===== config.mk =====
export PLATFORM = sky130hd
export DESIGN_NAME = iram_loader
export DESIGN_NICKNAME = d
export VERILOG_FILES = /design/src/rtl/iram_loader.sv
export SDC_FILE = /design/constraint.sdc
export NUM_CORES = 2
export LEC_CHECK = 0
export ABC_CLOCK_PERIOD_IN_PS = 8000
export BUFFER_PORTS_ARGS = -buffer_cell sky130_fd_sc_hd__buf_2
export CORE_MARGIN = 5
export CORE_UTILIZATION = 55
export CTS_CLUSTER_SIZE = 14
export DETAILED_ROUTE_END_ITERATION = 8
export PLACE_DENSITY_LB_ADDON = 0.05
export SETUP_SLACK_MARGIN = 0.2
export SKIP_LAST_GASP = 1
export SYNTH_ARGS = -nofsm -noshare
export SYNTH_HDL_FRONTEND = slang
export SYNTH_SLANG_ARGS = --single-unit

===== constraint.sdc =====
create_clock -name CLK -period 8 [get_ports CLK]
set_input_delay 0.8 -clock CLK [delete_from_list [all_inputs] [get_ports CLK]]
set_output_delay 0.8 -clock CLK [all_outputs]
set_load 0.02 [all_outputs]

===== src/rtl/iram_loader.sv =====
// iram_loader: 128x16 writable instruction RAM with a byte-stream loader.
//
// A host opens a session with LD_START, streams program bytes high byte
// first, and closes it with LD_DONE. Each byte pair becomes one 16-bit
// word, written at the next sequential word address. The CPU reads
// through a combinational port addressed by byte address.
//
// Optional feature macro: IRAM_LOADER_CKSUM_EN
//   When defined, LD_DONE is followed by one checksum byte. The session
//   ends with ERR set if the 8-bit sum of all data bytes plus the
//   checksum byte is not zero.
//
// Ports:
//   CLK       in   clock, rising edge
//   RESET     in   asynchronous active-low reset
//   ADDR[7:0] in   CPU byte address; word index is ADDR[7:1]
//   Q[15:0]   out  CPU read data, mem[ADDR[7:1]] (combinational)
//   LD_START  in   pulse, opens or restarts a load session
//   LD_VALID  in   LD_DATA valid
//   LD_DATA   in   program byte
//   LD_READY  out  byte accepted when LD_VALID & LD_READY
//   LD_DONE   in   pulse, closes the session
//   HOLD      out  high while a session is open (keep CPU stalled)
//   WCOUNT    out  words written in the current/last session
//   ERR       out  sticky session error
//   OK        out  last session closed without error
//
// State | Meaning
// IDLE  | no session open, loader not ready
// HI    | waiting for the high byte of the next word
// LO    | high byte latched, waiting for the low byte
// FULL  | all DEPTH words written; further bytes are dropped with ERR
// CHK   | (checksum build only) waiting for the checksum byte

module iram_loader #(
    parameter int DEPTH = 128,
    parameter int DW    = 16
) (
    input  logic        CLK,
    input  logic        RESET,
    input  logic [7:0]  ADDR,
    output logic [15:0] Q,
    input  logic        LD_START,
    input  logic        LD_VALID,
    input  logic [7:0]  LD_DATA,
    output logic        LD_READY,
    input  logic        LD_DONE,
    output logic        HOLD,
    output logic [7:0]  WCOUNT,
    output logic        ERR,
    output logic        OK
);

    localparam logic [7:0] LAST_WORD = 8'(DEPTH - 1);

    typedef enum logic [2:0] {
        S_IDLE,
        S_HI,
        S_LO,
`ifdef IRAM_LOADER_CKSUM_EN
        S_FULL,
        S_CHK
`else
        S_FULL
`endif
    } state_t;

    state_t state, state_nxt;

    logic [DW-1:0] mem [DEPTH];
    logic [6:0]    ptr;
    logic [7:0]    wcount;
    logic [7:0]    hi_byte;
    logic          err;
    logic          ok;

    logic latch_hi;
    logic do_write;
    logic set_err;
    logic close;

`ifdef IRAM_LOADER_CKSUM_EN
    logic [7:0] sum;
    logic [7:0] cks_total;
    logic       sum_add;
`endif

    // ADDR[0] selects a byte within a word; the fetch port is word-wide.
    logic addr_lsb_unused;
    assign addr_lsb_unused = ADDR[0];

    always_comb begin
        state_nxt = state;
        latch_hi  = 1'b0;
        do_write  = 1'b0;
        set_err   = 1'b0;
        close     = 1'b0;
`ifdef IRAM_LOADER_CKSUM_EN
        cks_total = sum + LD_DATA;
        sum_add   = 1'b0;
`endif
        if (LD_START) begin
            // Restart wins; a byte in the same cycle is ignored.
            state_nxt = S_HI;
        end else begin
            case (state)
                S_HI: begin
                    if (LD_VALID) begin
                        latch_hi  = 1'b1;
                        state_nxt = S_LO;
`ifdef IRAM_LOADER_CKSUM_EN
                        sum_add   = 1'b1;
`endif
                    end
                end
                S_LO: begin
                    if (LD_VALID) begin
                        do_write  = 1'b1;
                        state_nxt = (wcount == LAST_WORD) ? S_FULL : S_HI;
`ifdef IRAM_LOADER_CKSUM_EN
                        sum_add   = 1'b1;
`endif
                    end
                end
                S_FULL: begin
                    if (LD_VALID) begin
                        set_err = 1'b1;
`ifdef IRAM_LOADER_CKSUM_EN
                        sum_add = 1'b1;
`endif
                    end
                end
`ifdef IRAM_LOADER_CKSUM_EN
                S_CHK: begin
                    if (LD_VALID) begin
                        if (cks_total != 8'd0) set_err = 1'b1;
                        close     = 1'b1;
                        state_nxt = S_IDLE;
                    end
                end
`endif
                default: ;
            endcase

            // Any same-cycle byte is consumed first; if that still leaves a
            // half-assembled word, the high byte is dropped as an error.
`ifdef IRAM_LOADER_CKSUM_EN
            if (LD_DONE && state != S_IDLE && state != S_CHK) begin
                if (state_nxt == S_LO) set_err = 1'b1;
                state_nxt = S_CHK;
            end
`else
            if (LD_DONE && state != S_IDLE) begin
                if (state_nxt == S_LO) set_err = 1'b1;
                state_nxt = S_IDLE;
                close     = 1'b1;
            end
`endif
        end
    end

    always_ff @(posedge CLK or negedge RESET) begin
        if (!RESET) begin
            state   <= S_IDLE;
            ptr     <= 7'd0;
            wcount  <= 8'd0;
            hi_byte <= 8'd0;
            err     <= 1'b0;
            ok      <= 1'b0;
`ifdef IRAM_LOADER_CKSUM_EN
            sum     <= 8'd0;
`endif
        end else begin
            state <= state_nxt;
            if (LD_START) begin
                ptr    <= 7'd0;
                wcount <= 8'd0;
                err    <= 1'b0;
                ok     <= 1'b0;
`ifdef IRAM_LOADER_CKSUM_EN
                sum    <= 8'd0;
`endif
            end else begin
                if (latch_hi) hi_byte <= LD_DATA;
                if (do_write) begin
                    // Wraps to 0 after the last word, but FULL blocks writes.
                    ptr    <= ptr + 7'd1;
                    wcount <= wcount + 8'd1;
                end
                if (set_err) err <= 1'b1;
                if (close)   ok  <= ~(err | set_err);
`ifdef IRAM_LOADER_CKSUM_EN
                if (sum_add) sum <= sum + LD_DATA;
`endif
            end
        end
    end

    // RAM contents survive reset so a loaded program outlives a CPU reset.
    always_ff @(posedge CLK) begin
        if (do_write) mem[ptr] <= {hi_byte, LD_DATA};
    end

    assign Q        = mem[ADDR[7:1]];
    assign HOLD     = (state != S_IDLE);
    assign LD_READY = (state != S_IDLE);
    assign WCOUNT   = wcount;
    assign ERR      = err;
    assign OK       = ok;

endmodule


==> report_table.html <==
<table>
<tr><th>Metric</th><th>Value</th></tr>
<tr><th colspan="2">Timing</th></tr>
<tr><td>Worst clock skew on the final layout</td><td>0.02113 ns</td></tr>
<tr><td>Crit share post-route</td><td>65.76%</td></tr>
<tr><td>Transition time at the pin with the least slew margin</td><td>1.289 ns</td></tr>
<tr><td>RSZ-0062 raised after global routing</td><td>false</td></tr>
<tr><td>Maximum clock frequency</td><td>0.1901 GHz</td></tr>
<tr><td>Total setup violations reported at the end of the flow</td><td>0</td></tr>
<tr><td>Max-Slew Margin vs Limit</td><td>14.04%</td></tr>
<tr><td>Final count of pins violating max slew</td><td>0</td></tr>
<tr><td>Setup TNS after final layout</td><td>0 ns</td></tr>
<tr><td>Crit path time final</td><td>5.261 ns</td></tr>
<tr><td>Hold Fails Final Rpt</td><td>0</td></tr>
<tr><th colspan="2">Logic synthesis</th></tr>
<tr><td>Most used flip-flop cell after synthesis</td><td>sky130_fd_sc_hd__edfxtp_1</td></tr>
<tr><td>Synth area leaders</td><td>sky130_fd_sc_hd__edfxtp_1 77%, sky130_fd_sc_hd__mux4_2 19%, sky130_fd_sc_hd__dfrtp_1 0.88%</td></tr>
<tr><td>Post-synthesis share of cell area spent on xor and xnor gates</td><td>0.1323%</td></tr>
<tr><td>Synthesized-area fraction occupied by adder cells</td><td>0.03150%</td></tr>
<tr><td>Post-synth top area share</td><td>77.42%</td></tr>
<tr><td>Gate Count Post-Synth</td><td>3179</td></tr>
<tr><td>Cell type with the largest total area after synthesis</td><td>sky130_fd_sc_hd__edfxtp_1</td></tr>
<tr><td>Number of synthesized flops with an enable pin</td><td>2048</td></tr>
<tr><td>Sequential element share of the synthesized area</td><td>78.30%</td></tr>
<tr><td>Post-Syn Nets</td><td>3202</td></tr>
<tr><td>Synth unique cells</td><td>30</td></tr>
<tr><td>Average size of a mapped cell</td><td>24.99 um2</td></tr>
<tr><td>Synth Area in Compound Gates</td><td>0.06300%</td></tr>
<tr><td>Synth Register Bits</td><td>2076</td></tr>
<tr><td>Async SR Flop Fraction</td><td>1.349%</td></tr>
<tr><td>Simple-gate portion of the synthesized area</td><td>1.129%</td></tr>
<tr><td>Multiplexer share of the synthesized area</td><td>19.41%</td></tr>
<tr><td>Number of warnings reported in the yosys synthesis log</td><td>0</td></tr>
<tr><td>Combinational family with the most area after synthesis</td><td>multiplexers</td></tr>
<tr><td>Most numerous cell types in the synthesized netlist</td><td>2048 x sky130_fd_sc_hd__edfxtp_1, 672 x sky130_fd_sc_hd__mux4_2, 148 x sky130_fd_sc_hd__nor2_1</td></tr>
<tr><td>Post-synthesis instance area</td><td>79440 um2</td></tr>
<tr><td>Cell with the most instances after synthesis</td><td>sky130_fd_sc_hd__edfxtp_1</td></tr>
<tr><th colspan="2">Power</th></tr>
<tr><td>Static Leak</td><td>27.72 nW</td></tr>
<tr><td>Worst-case vdd ir drop</td><td>0.1918 mV</td></tr>
<tr><td>P per Cell Area</td><td>254.7 nW/um2</td></tr>
<tr><th colspan="2">Die</th></tr>
<tr><td>Site Rows</td><td>139</td></tr>
<tr><td>Total I/O pin count</td><td>49</td></tr>
<tr><td>Die height</td><td>390.0 um</td></tr>
<tr><td>Area of the core region</td><td>143700 um2</td></tr>
<tr><td>Die area</td><td>152100 um2</td></tr>
<tr><td>Starting density of the core</td><td>55.30%</td></tr>
<tr><td>Horizontal die dimension</td><td>390.0 um</td></tr>
<tr><th colspan="2">Min path</th></tr>
<tr><td>Hold Crit Class</td><td>primary input to flip-flop</td></tr>
<tr><th colspan="2">Clock network</th></tr>
<tr><td>Worst-Skew Late Latency</td><td>0.81 ns</td></tr>
<tr><td>Clock Tree Buf Depth</td><td>3</td></tr>
<tr><td>CTS resizes</td><td>0</td></tr>
<tr><td>Number of buffers inserted during clock tree synthesis</td><td>202</td></tr>
<tr><td>CTS tree</td><td>built</td></tr>
<tr><td>Clock-pin slew reported for the worst setup and hold paths after clock tree synthesis</td><td>0.06 ns</td></tr>
<tr><td>Total number of H-tree levels</td><td>4</td></tr>
<tr><td>Number of clock sinks</td><td>2076</td></tr>
<tr><td>Cell at the root of the clock tree</td><td>sky130_fd_sc_hd__clkbuf_16</td></tr>
<tr><th colspan="2">Finish</th></tr>
<tr><td>Share of final-layout standard cells stronger than drive strength 1</td><td>33.56%</td></tr>
<tr><td>Post-layout util</td><td>62.16%</td></tr>
<tr><td>Fillcell total</td><td>9588</td></tr>
<tr><td>Final #Nets</td><td>3459</td></tr>
<tr><td>Synthesis-to-layout area growth</td><td>12.41%</td></tr>
<tr><th colspan="2">Drt</th></tr>
<tr><td>Count of vias placed by the detailed router</td><td>35.17k</td></tr>
<tr><td>Met1 Routed Length</td><td>75.29 mm</td></tr>
<tr><td>Remaining antenna violation count after routing</td><td>0</td></tr>
<tr><td>Iteration-0 DRC count of the detailed router</td><td>4158</td></tr>
<tr><td>Drc violations</td><td>0</td></tr>
<tr><td>Routed length on met3</td><td>14.92 mm</td></tr>
<tr><td>Routed Wire Length</td><td>182.3 mm</td></tr>
<tr><td>Routed vias/inst</td><td>6.382</td></tr>
<tr><td>Average wire length per cell after detail routing</td><td>33.08 um</td></tr>
<tr><td>Uppermost layer routed</td><td>met4</td></tr>
<tr><td>Initial DRT Pass Iterations</td><td>7</td></tr>
<tr><td>Total length of routed met2 wires</td><td>87.87 mm</td></tr>
<tr><th colspan="2">Critical path</th></tr>
<tr><td>Delay of the slowest critical-path stage</td><td>0.64 ns</td></tr>
<tr><td>Kind of end point of the critical path</td><td>output port</td></tr>
<tr><td>Arrival time of data at the critical path endpoint</td><td>4.46 ns</td></tr>
<tr><td>Ordered cell list for the critical path</td><td>buf_8 -&gt; buf_4 -&gt; mux4_2 -&gt; mux4_2 -&gt; mux4_2 -&gt; mux2_2 -&gt; buf_2</td></tr>
<tr><td>Worst EP required</td><td>7.20 ns</td></tr>
<tr><td>Most frequent CP cell</td><td>sky130_fd_sc_hd__mux4_2</td></tr>
<tr><td>CP Launch Type</td><td>primary input</td></tr>
<tr><td>Worst-path maximum fanout</td><td>71</td></tr>
<tr><td>Critical path class</td><td>primary input to output port</td></tr>
<tr><td>CP max-delay cell</td><td>sky130_fd_sc_hd__buf_4</td></tr>
<tr><th colspan="2">Run status</th></tr>
<tr><td>Run status</td><td>complete, no violations</td></tr>
<tr><th colspan="2">Place</th></tr>
<tr><td>Sum of net half-perimeters after detailed placement</td><td>103.0 mm</td></tr>
<tr><td>Last weighted congestion value of the routability-driven placer</td><td>0.7937</td></tr>
<tr><td>Number of I/O port buffers</td><td>47</td></tr>
<tr><th colspan="2">Global route</th></tr>
<tr><td>Overall Global Routing Usage</td><td>24.45%</td></tr>
<tr><td>Overall overflow remaining after global route</td><td>0</td></tr>
<tr><td>Pin count of the biggest net entering global routing</td><td>114</td></tr>
<tr><td>First-pass GRT wire length</td><td>261.8 mm</td></tr>
<tr><td>Number of antenna violations at the first check in global routing</td><td>24</td></tr>
<tr><td>Vias in the first global route</td><td>36.20k</td></tr>
<tr><th colspan="2">Run</th></tr>
<tr><td>Max Cap Violations</td><td>0</td></tr>
</table>
-- state kept, by name (all words and copies together) (netlist names) --
| name | count |
|---|---|
| OK | 1 |
| mem | 2048 |
| WCOUNT | 8 |
| ptr | 7 |
| ERR | 1 |
| state | 3 |
| hi_byte | 8 |
-- worst paths after layout --
check	start	endpoint	slack (ns)	cells after the start
setup / recovery	ADDR[1]	Q[3]	2.74	7
hold / removal	LD_DONE	state[2]$_DFF_PN0_	0.24	2
setup reg to reg	state[0]$_DFF_PN0_	mem[110][7]$_DFFE_PP_	4.45	6
hold reg to reg	ERR$_DFFE_PN0P_	ERR$_DFFE_PN0P_	0.53	2
max in group asynchronous	RESET	hi_byte[6]$_DFFE_PN0P_	6.97	2
min in group asynchronous	RESET	OK$_DFFE_PN0P_	0.55	2
-- routing by layer --
metal  track usage [%]  up-vias
li1                  -    14310
met1             36.88    19140
met2             38.29     1474
met3             4.263      245
met4             5.970        0
met5                 0        -
-- repair_timing --
action / CTS / global route
hold endpoints to repair: 28 / 0
endpoints found under the setup margin: 0 / 0
setup buffers: 0 / 0
hold buffers: 1 / 0
-- area by class of cell --
type | count | area, um2 | share of cell area [%]
timing repair buffer | 223 | 1765 | 1.977
tap | 1903 | 2381 | 2.667
antenna | 5 | 12.51 | 0.01401
multi-input combinational | 933 | 16510 | 18.49
clock inverter | 119 | 996.0 | 1.115
clock buffer | 252 | 5400 | 6.048
sequential | 2076 | 62230 | 69.69
-- where the power goes --
| group | leakage (nW) | internal, mW | switching [mW] |
|---|---|---|---|
| clock network | 3.12 | 5.27 | 3.87 |
| logic | 5.82 | 0.425 | 0.786 |
| registers | 18.8 | 12.3 | 0.121 |
| total | 27.7 | 18.0 | 4.78 |
-- worst max-delay path, delay by kind of cell --
family / cells / cell delay, ns
buf+inv: 3 / 1.44
mux: 4 / 2.14
-- through the flow --
step           instance area [um2]  std cells  power, mW  setup slack (ns)  hold WS, ns
2_1_floorplan                79440       3179      13.27             3.920       0.5044
3_3_place_gp                 82870       5134      13.78             2.652       0.5327
3_5_place_dp                 82870       5134      13.85             2.614       0.5153
4_1_cts                      89280       5506      22.94             2.610       0.1764
5_1_grt                      89280       5506      23.49             2.491       0.2132
6_report                     89290       5511      22.74             2.739       0.2400
-- logic make-up (layout without fill, tap and decap cells) --
group,count (synthesis),after routing
flip-flops,2076,2076
multiplexers,697,697
AND/OR/NAND/NOR,213,213
buffers and inverters,170,594
XOR/XNOR,12,12
AO/OA/AOI/OAI,9,9
adder cells (fa/ha/maj),2,2
other,0,5
-- layout by cell type, fill, tap and decap left out, types with 6 or more instances in the layout --
cell type                    Yosys  routed
sky130_fd_sc_hd__clkbuf_1       99      41
sky130_fd_sc_hd__bufinv_16       0      16
sky130_fd_sc_hd__inv_6           0       6
sky130_fd_sc_hd__buf_4           5     171
sky130_fd_sc_hd__nand2_1        23      23
sky130_fd_sc_hd__nand3_1        13      13
sky130_fd_sc_hd__buf_12          0      12
sky130_fd_sc_hd__nor2_1        148     144
sky130_fd_sc_hd__clkinvlp_4      0       7
sky130_fd_sc_hd__clkbuf_16       0     208
sky130_fd_sc_hd__edfxtp_1     2048    2048
sky130_fd_sc_hd__dfrtp_4         0       8
sky130_fd_sc_hd__clkinv_2        0      34
sky130_fd_sc_hd__a21oi_1         6       6
sky130_fd_sc_hd__buf_2          46      35
sky130_fd_sc_hd__xor2_1          7       7
sky130_fd_sc_hd__mux2_2         24      24
sky130_fd_sc_hd__clkinv_1        0      53
sky130_fd_sc_hd__mux4_2        672     672
sky130_fd_sc_hd__dfrtp_1        28      20
sky130_fd_sc_hd__nand4_1         6       6
sky130_fd_sc_hd__nor2b_1         7       7
No activity file was read; power rests on OpenSTA's default activity.
